**src/rtl/multicycle_ctrl.sv**
```systemverilog
// Multi-cycle control FSM: sequences fetch, decode, execute, memory and writeback for the 32-bit core.
// Optional MULTICYCLE_MEM_READY_EN adds a mem_ready input that stalls FETCH, MEMRD and MEMWR.
module multicycle_ctrl #(
  parameter logic [3:0] RESET_STATE = 4'd0
) (
  input  logic       clk,
  input  logic       reset,
`ifdef MULTICYCLE_MEM_READY_EN
  input  logic       mem_ready,
`endif
  input  logic [5:0] op,
  input  logic [5:0] funct,
  input  logic       zero,
  output logic       pc_en,
  output logic       iord,
  output logic       memwrite,
  output logic       irwrite,
  output logic       regdst,
  output logic       memtoreg,
  output logic       regwrite,
  output logic       alusrca,
  output logic [1:0] alusrcb,
  output logic [1:0] pcsrc,
  output logic [2:0] alucontrol,
  output logic       signext,
  output logic       illegal,
  output logic [3:0] state
);

  localparam logic [3:0] FETCH   = 4'd0;
  localparam logic [3:0] DECODE  = 4'd1;
  localparam logic [3:0] MEMADR  = 4'd2;
  localparam logic [3:0] MEMRD   = 4'd3;
  localparam logic [3:0] MEMWB   = 4'd4;
  localparam logic [3:0] MEMWR   = 4'd5;
  localparam logic [3:0] RTYPEEX = 4'd6;
  localparam logic [3:0] RTYPEWB = 4'd7;
  localparam logic [3:0] BRANCH  = 4'd8;
  localparam logic [3:0] IMMEX   = 4'd9;
  localparam logic [3:0] IMMWB   = 4'd10;
  localparam logic [3:0] JUMP    = 4'd11;

  localparam logic [5:0] OP_RTYPE = 6'b000000;
  localparam logic [5:0] OP_LW    = 6'b100011;
  localparam logic [5:0] OP_SW    = 6'b101011;
  localparam logic [5:0] OP_BEQ   = 6'b000100;
  localparam logic [5:0] OP_BNE   = 6'b000101;
  localparam logic [5:0] OP_ADDI  = 6'b001000;
  localparam logic [5:0] OP_ANDI  = 6'b001100;
  localparam logic [5:0] OP_ORI   = 6'b001101;
  localparam logic [5:0] OP_SLTI  = 6'b001010;
  localparam logic [5:0] OP_J     = 6'b000010;

  localparam logic [2:0] ALU_ADD = 3'b010;
  localparam logic [2:0] ALU_SUB = 3'b110;
  localparam logic [2:0] ALU_AND = 3'b000;
  localparam logic [2:0] ALU_OR  = 3'b001;
  localparam logic [2:0] ALU_SLT = 3'b111;

  logic [3:0] next_state;
  logic       stall;
  logic       funct_ok;
  logic [2:0] funct_alu;
  logic       imm_sext;
  logic [2:0] imm_alu;

`ifdef MULTICYCLE_MEM_READY_EN
  assign stall = ~mem_ready;
`else
  assign stall = 1'b0;
`endif

  always_comb begin
    funct_ok  = 1'b1;
    funct_alu = ALU_ADD;
    case (funct)
      6'b100000: funct_alu = ALU_ADD;
      6'b100010: funct_alu = ALU_SUB;
      6'b100100: funct_alu = ALU_AND;
      6'b100101: funct_alu = ALU_OR;
      6'b101010: funct_alu = ALU_SLT;
      default:   funct_ok  = 1'b0;
    endcase
  end

  // Logical immediates zero-extend; arithmetic ones sign-extend.
  always_comb begin
    imm_sext = 1'b1;
    imm_alu  = ALU_ADD;
    case (op)
      OP_SLTI: imm_alu = ALU_SLT;
      OP_ANDI: begin imm_sext = 1'b0; imm_alu = ALU_AND; end
      OP_ORI:  begin imm_sext = 1'b0; imm_alu = ALU_OR;  end
      default: imm_alu = ALU_ADD;
    endcase
  end

  always_comb begin
    next_state = FETCH;
    pc_en      = 1'b0;
    iord       = 1'b0;
    memwrite   = 1'b0;
    irwrite    = 1'b0;
    regdst     = 1'b0;
    memtoreg   = 1'b0;
    regwrite   = 1'b0;
    alusrca    = 1'b0;
    alusrcb    = 2'b00;
    pcsrc      = 2'b00;
    alucontrol = 3'b000;
    signext    = 1'b1;
    illegal    = 1'b0;
    case (state)
      FETCH: begin
        irwrite    = 1'b1;
        pc_en      = 1'b1;
        alusrcb    = 2'b01;
        alucontrol = ALU_ADD;
        next_state = stall ? FETCH : DECODE;
      end
      DECODE: begin
        alusrcb    = 2'b11;
        alucontrol = ALU_ADD;
        case (op)
          OP_LW, OP_SW:                     next_state = MEMADR;
          OP_RTYPE:                         next_state = RTYPEEX;
          OP_BEQ, OP_BNE:                   next_state = BRANCH;
          OP_ADDI, OP_ANDI, OP_ORI, OP_SLTI: next_state = IMMEX;
          OP_J:                             next_state = JUMP;
          default: begin
            illegal    = 1'b1;
            next_state = FETCH;
          end
        endcase
      end
      MEMADR: begin
        alusrca    = 1'b1;
        alusrcb    = 2'b10;
        alucontrol = ALU_ADD;
        next_state = (op == OP_LW) ? MEMRD : MEMWR;
      end
      MEMRD: begin
        iord       = 1'b1;
        next_state = stall ? MEMRD : MEMWB;
      end
      MEMWB: begin
        memtoreg = 1'b1;
        regwrite = 1'b1;
      end
      MEMWR: begin
        iord       = 1'b1;
        memwrite   = 1'b1;
        next_state = stall ? MEMWR : FETCH;
      end
      RTYPEEX: begin
        alusrca    = 1'b1;
        alucontrol = funct_alu;
        if (funct_ok) next_state = RTYPEWB;
        else          illegal    = 1'b1;
      end
      RTYPEWB: begin
        regdst   = 1'b1;
        regwrite = 1'b1;
      end
      BRANCH: begin
        alusrca    = 1'b1;
        alucontrol = ALU_SUB;
        pcsrc      = 2'b01;
        pc_en      = (op == OP_BNE) ? ~zero : zero;
      end
      IMMEX: begin
        alusrca    = 1'b1;
        alusrcb    = 2'b10;
        signext    = imm_sext;
        alucontrol = imm_alu;
        next_state = IMMWB;
      end
      IMMWB: begin
        regwrite   = 1'b1;
        signext    = imm_sext;
        alucontrol = imm_alu;
      end
      JUMP: begin
        pcsrc = 2'b10;
        pc_en = 1'b1;
      end
      default: next_state = FETCH;
    endcase
    // Reset cycle must never write anything, whatever state we were in.
    if (reset) begin
      pc_en      = 1'b0;
      iord       = 1'b0;
      memwrite   = 1'b0;
      irwrite    = 1'b0;
      regdst     = 1'b0;
      memtoreg   = 1'b0;
      regwrite   = 1'b0;
      alusrca    = 1'b0;
      alusrcb    = 2'b00;
      pcsrc      = 2'b00;
      alucontrol = 3'b000;
      signext    = 1'b1;
      illegal    = 1'b0;
    end
  end

  always_ff @(posedge clk) begin
    if (reset) state <= RESET_STATE;
    else       state <= next_state;
  end

endmodule

```
**config.mk**
```make
export PLATFORM = sky130hd
export DESIGN_NAME = multicycle_ctrl
export DESIGN_NICKNAME = d
export VERILOG_FILES = /design/src/rtl/multicycle_ctrl.sv
export SDC_FILE = /design/constraint.sdc
export NUM_CORES = 1
export LEC_CHECK = 0
export CAP_MARGIN = 5
export CORE_MARGIN = 5
export CORE_UTILIZATION = 42
export CTS_BUF_LIST = sky130_fd_sc_hd__clkbuf_16
export DETAILED_ROUTE_END_ITERATION = 10
export PLACE_DENSITY = 0.84
export SYNTH_ARGS = -nofsm -noshare
export SYNTH_HDL_FRONTEND = slang
export SYNTH_SLANG_ARGS = --single-unit
```
**constraint.sdc**
```tcl
create_clock -name clk -period 6.65 [get_ports clk]
set_clock_uncertainty 0.2 [all_clocks]
set_input_delay 1.33 -clock clk [delete_from_list [all_inputs] [get_ports clk]]
set_output_delay 1.33 -clock clk [all_outputs]
set_load 0.005 [all_outputs]
```
==> Flow_metrics.wiki <==
{| class="wikitable"
! Metric !! Value
|-
| Setup CP Type || primary input to output port
|-
| Worst hold start || state[3]$_SDFF_PP0_
|-
| Number of max-slew violations in the final report || 0
|-
| Registers with the highest flip-flop counts || state (4)
|-
| Final weighted congestion in routability-driven placement || 0.835
|-
| Post-synthesis async set-or-reset flop share || 0
|-
| Floorplan die area || 0.00261 mm^2
|-
| Number of placement rows || 14
|-
| Family with the most delay on the worst path || buffers and inverters
|-
| Number of enable-type register cells in the synthesized netlist || 0
|-
| Top FF cell, synth || dfxtp_1
|-
| Launching element of the worst setup path || reset
|-
| Proportion of layout cells with a drive suffix above 1 || 0.0417
|-
| Num Clock Sinks || 4
|-
| GRT Resource Usage Total || 0.201
|-
| Top-level I/O count || 36
|-
| Critical path capture point type || output port
|-
| Unrepaired setup endpoints after global routing || no
|-
| Count of vias placed by the detailed router || 1032
|-
| Number of buffers on the longest clock path || 2
|-
| Headroom to the max-slew limit || 0.553
|-
| Top reg by flops || state
|-
| Share of total power in combinational logic || 0.259
|-
| Overflow after GRT || 0
|-
| Worst-path cell chain || clkdlybuf4s50_1, a221o_1, or4_1, or3_1, clkdlybuf4s50_1
|-
| Clock share of power || 0.568
|-
| Gate count after technology mapping || 114
|-
| Maximum cell stage delay along the critical path || ~0.62 ns
|-
| Proportion of power drawn by flip-flops and latches || 0.172
|-
| Vias in the first global route || 930
|-
| Port Buffer Count || 35
|-
| # H-tree levels || 1
|-
| Switching portion of total power || 0.250
|-
| Type of the most critical hold path || register to register
|-
| Number of antenna violations at the first check in global routing || 0
|-
| Slowest stage cell, crit path || clkdlybuf4s50_1
|-
| Max reg flops || 4
|-
| Final hold violations || 0
|-
| Detailed Routing Iterations Pass 1 || 4
|-
| Avg Synthesized Cell Area || slightly above 6 um^2
|-
| Result of the run || finished clean
|-
| Overall routed net length || 2630 um
|-
| TritonCTS Buffers || 3
|-
| Fmax || 191 MHz
|-
| Placeable core region || 0.00156 mm^2
|-
| Count of synthesis-stage warnings from yosys || 0
|-
| Number of buffers and inverters on the critical path || 2
|-
| Post-synthesis register bit count || 4
|-
| Minimum clock period || 5.23 ns
|-
| Pin count of the biggest net entering global routing || 21
|-
| Post-CTS repair timing setup buffer count || 0
|-
| Initial core utilization || 0.454
|-
| Height of the chip || 51.1 um
|-
| VDD IR max || 0.126 mV
|-
| Internal power || 0.125 mW
|-
| Final Hold Slack || 0.545 ns
|-
| Resized cells post-CTS || 0
|-
| Setup TNS || 0 ns
|-
| Final routed wire length divided by cell count || about 16 um
|-
| Reg2Reg Launch Point || state[1]$_SDFF_PP0_
|-
| Portion of the clock cycle consumed by the worst path in the final layout || 0.786
|-
| Core Util, Final || 0.718
|-
| Leak || 0.362 nW
|-
| Detail Placement HPWL || 2020 um
|-
| Total of max-cap violations || 0
|-
| Max FO, Critical Path || 14
|-
| Portion of the post-synthesis area used by sequential elements || 0.113
|-
| Clock transition at path regs || about 0.03 ns
|-
| Final Net Count || 161
|-
| Global-route wire length before repair || 4030 um
|-
| Power density over the cells || 149 mW/mm^2
|-
| Syn nets || 129
|-
| Slew at the pin closest to its max-slew limit || 0.669 ns
|-
| Setup violations, final || 0
|-
| Sw Pwr || 0.0417 mW
|-
| Critical path data required time || 5.12 ns
|-
| Residual antenna-violating net count after detailed routing || 0
|-
| Clock latency reported for the late side of the worst-skew pair || 0.23 ns
|-
| Overall die width || 51.1 um
|-
| Distinct cell type count after synthesis || 42
|-
| CTS root buf || clkbuf_16
|-
| Data arrival, critical path || 3.70 ns
|-
| Element type at the critical path start || primary input
|-
| Number of violations reported at the end of detailed-routing iteration 0 || 44
|-
| Number of hold buffers added after cts || 0
|-
| TritonCTS clock tree || yes
|-
| Post-Syn Area || 708 um^2
|-
| Fill cell instance count of the final layout || around 150
|-
| Routed via count divided by cell count || 6.45
|-
| Crit path top cell by count || clkdlybuf4s50_1
|-
| Number of diodes added for antenna fixing || 0
|-
| Area Overhead vs Synth || 58.1%
|-
| Remaining DRCs || 0
|}
-- through the flow --
| stage | worst slack, ns | power (mW) | instances | cell area [um^2] |
|---|---|---|---|---|
| 5_1_grt | 1.35 | 0.173 | 160 | 1120 |
| 3_3_place_gp | 1.46 | 0.0697 | 157 | 1040 |
| 6_report | 1.42 | 0.167 | 160 | 1120 |
| 4_1_cts | 1.44 | 0.166 | 160 | 1120 |
| 3_5_place_dp | 1.45 | 0.0713 | 157 | 1040 |
| 2_1_floorplan | 2.59 | 0.0480 | 114 | 708 |
-- Yosys cell counts (2+ instances only) --
| cell | number | area, um^2 |
|---|---|---|
| a211oi_1 | 4 | 30.0 |
| a21oi_1 | 6 | 30.0 |
| a31oi_1 | 3 | 18.8 |
| clkbuf_1 | 6 | 22.5 |
| dfxtp_1 | 4 | 80.1 |
| inv_1 | 4 | 15.0 |
| nand2_1 | 7 | 26.3 |
| nand2b_1 | 5 | 31.3 |
| nand3_1 | 2 | 10.0 |
| nand4_1 | 2 | 12.5 |
| nor2_1 | 17 | 63.8 |
| nor2b_1 | 4 | 25.0 |
| nor3_1 | 11 | 55.1 |
| nor3b_1 | 2 | 15.0 |
| nor4_1 | 2 | 12.5 |
| o21ai_0 | 3 | 15.0 |
| o21ai_1 | 4 | 20.0 |
| or3_1 | 2 | 12.5 |
| or3b_1 | 2 | 17.5 |
| or4_1 | 2 | 15.0 |
-- power groups by stage --
stage,clock network (mW),logic [mW],registers (mW)
2_1_floorplan,0,0.0216,0.0264
3_3_place_gp,0,0.0409,0.0288
3_5_place_dp,0,0.0423,0.0289
4_1_cts,0.0943,0.0428,0.0285
5_1_grt,0.0978,0.0466,0.0290
6_report,0.0947,0.0432,0.0287
-- worst paths after layout --
kind | to | slack (ns) | cells after the start
setup / recovery | signext | 1.42 | 5
hold / removal | state[3]$_SDFF_PP0_ | 0.55 | 2
setup reg to reg | state[1]$_SDFF_PP0_ | 4.28 | 4
hold reg to reg | state[3]$_SDFF_PP0_ | 0.55 | 2
-- final cells by class --
type                            instances  area (um^2)  area share
Multi-Input combinational cell         97          576       0.514
Inverter                                5         18.8      0.0168
Clock buffer                            3         75.1      0.0670
Sequential cell                         4         80.1      0.0715
Tap cell                               16         20.0      0.0179
Timing Repair Buffer                   35          350       0.313
-- kinds of logic after synthesis --
group           after synthesis  synth area share
compound gates               33             0.320
mux                           1            0.0159
buf+inv                      13            0.0742
xor+xnor                      2            0.0247
flops                         4             0.113
simple gates                 61             0.452
-- layout by cell type, fill, tap and decap left out, types with 2 or more instances in the layout --
master           count
clkdlybuf4s50_1     35
nor2_1              17
nor3_1              11
nand2_1              7
a21oi_1              6
nand2b_1             5
inv_1                4
nor2b_1              4
o21ai_1              4
a211oi_1             4
dfxtp_1              4
o21ai_0              3
a31oi_1              3
clkbuf_16            3
or3_1                2
nand4_1              2
or3b_1               2
or4_1                2
nor3b_1              2
nand3_1              2
nor4_1               2
-- worst reg2reg max path, delay by kind of cell, from the launching register on --
kind,cells,cell delay (ns)
AOI/OAI and AO/OA,2,0.43
and+or+nand+nor,2,0.89
DFF,1,0.74
-- layer usage --
metal,up-vias,track usage,part of all wire
li1,486,-,-
met1,477,0.221,0.38
met2,62,0.354,0.51
met3,7,0.0320,0.085
met4,0,0.130,0.022
met5,-,0,0
No activity file was read; power rests on OpenSTA's default activity.
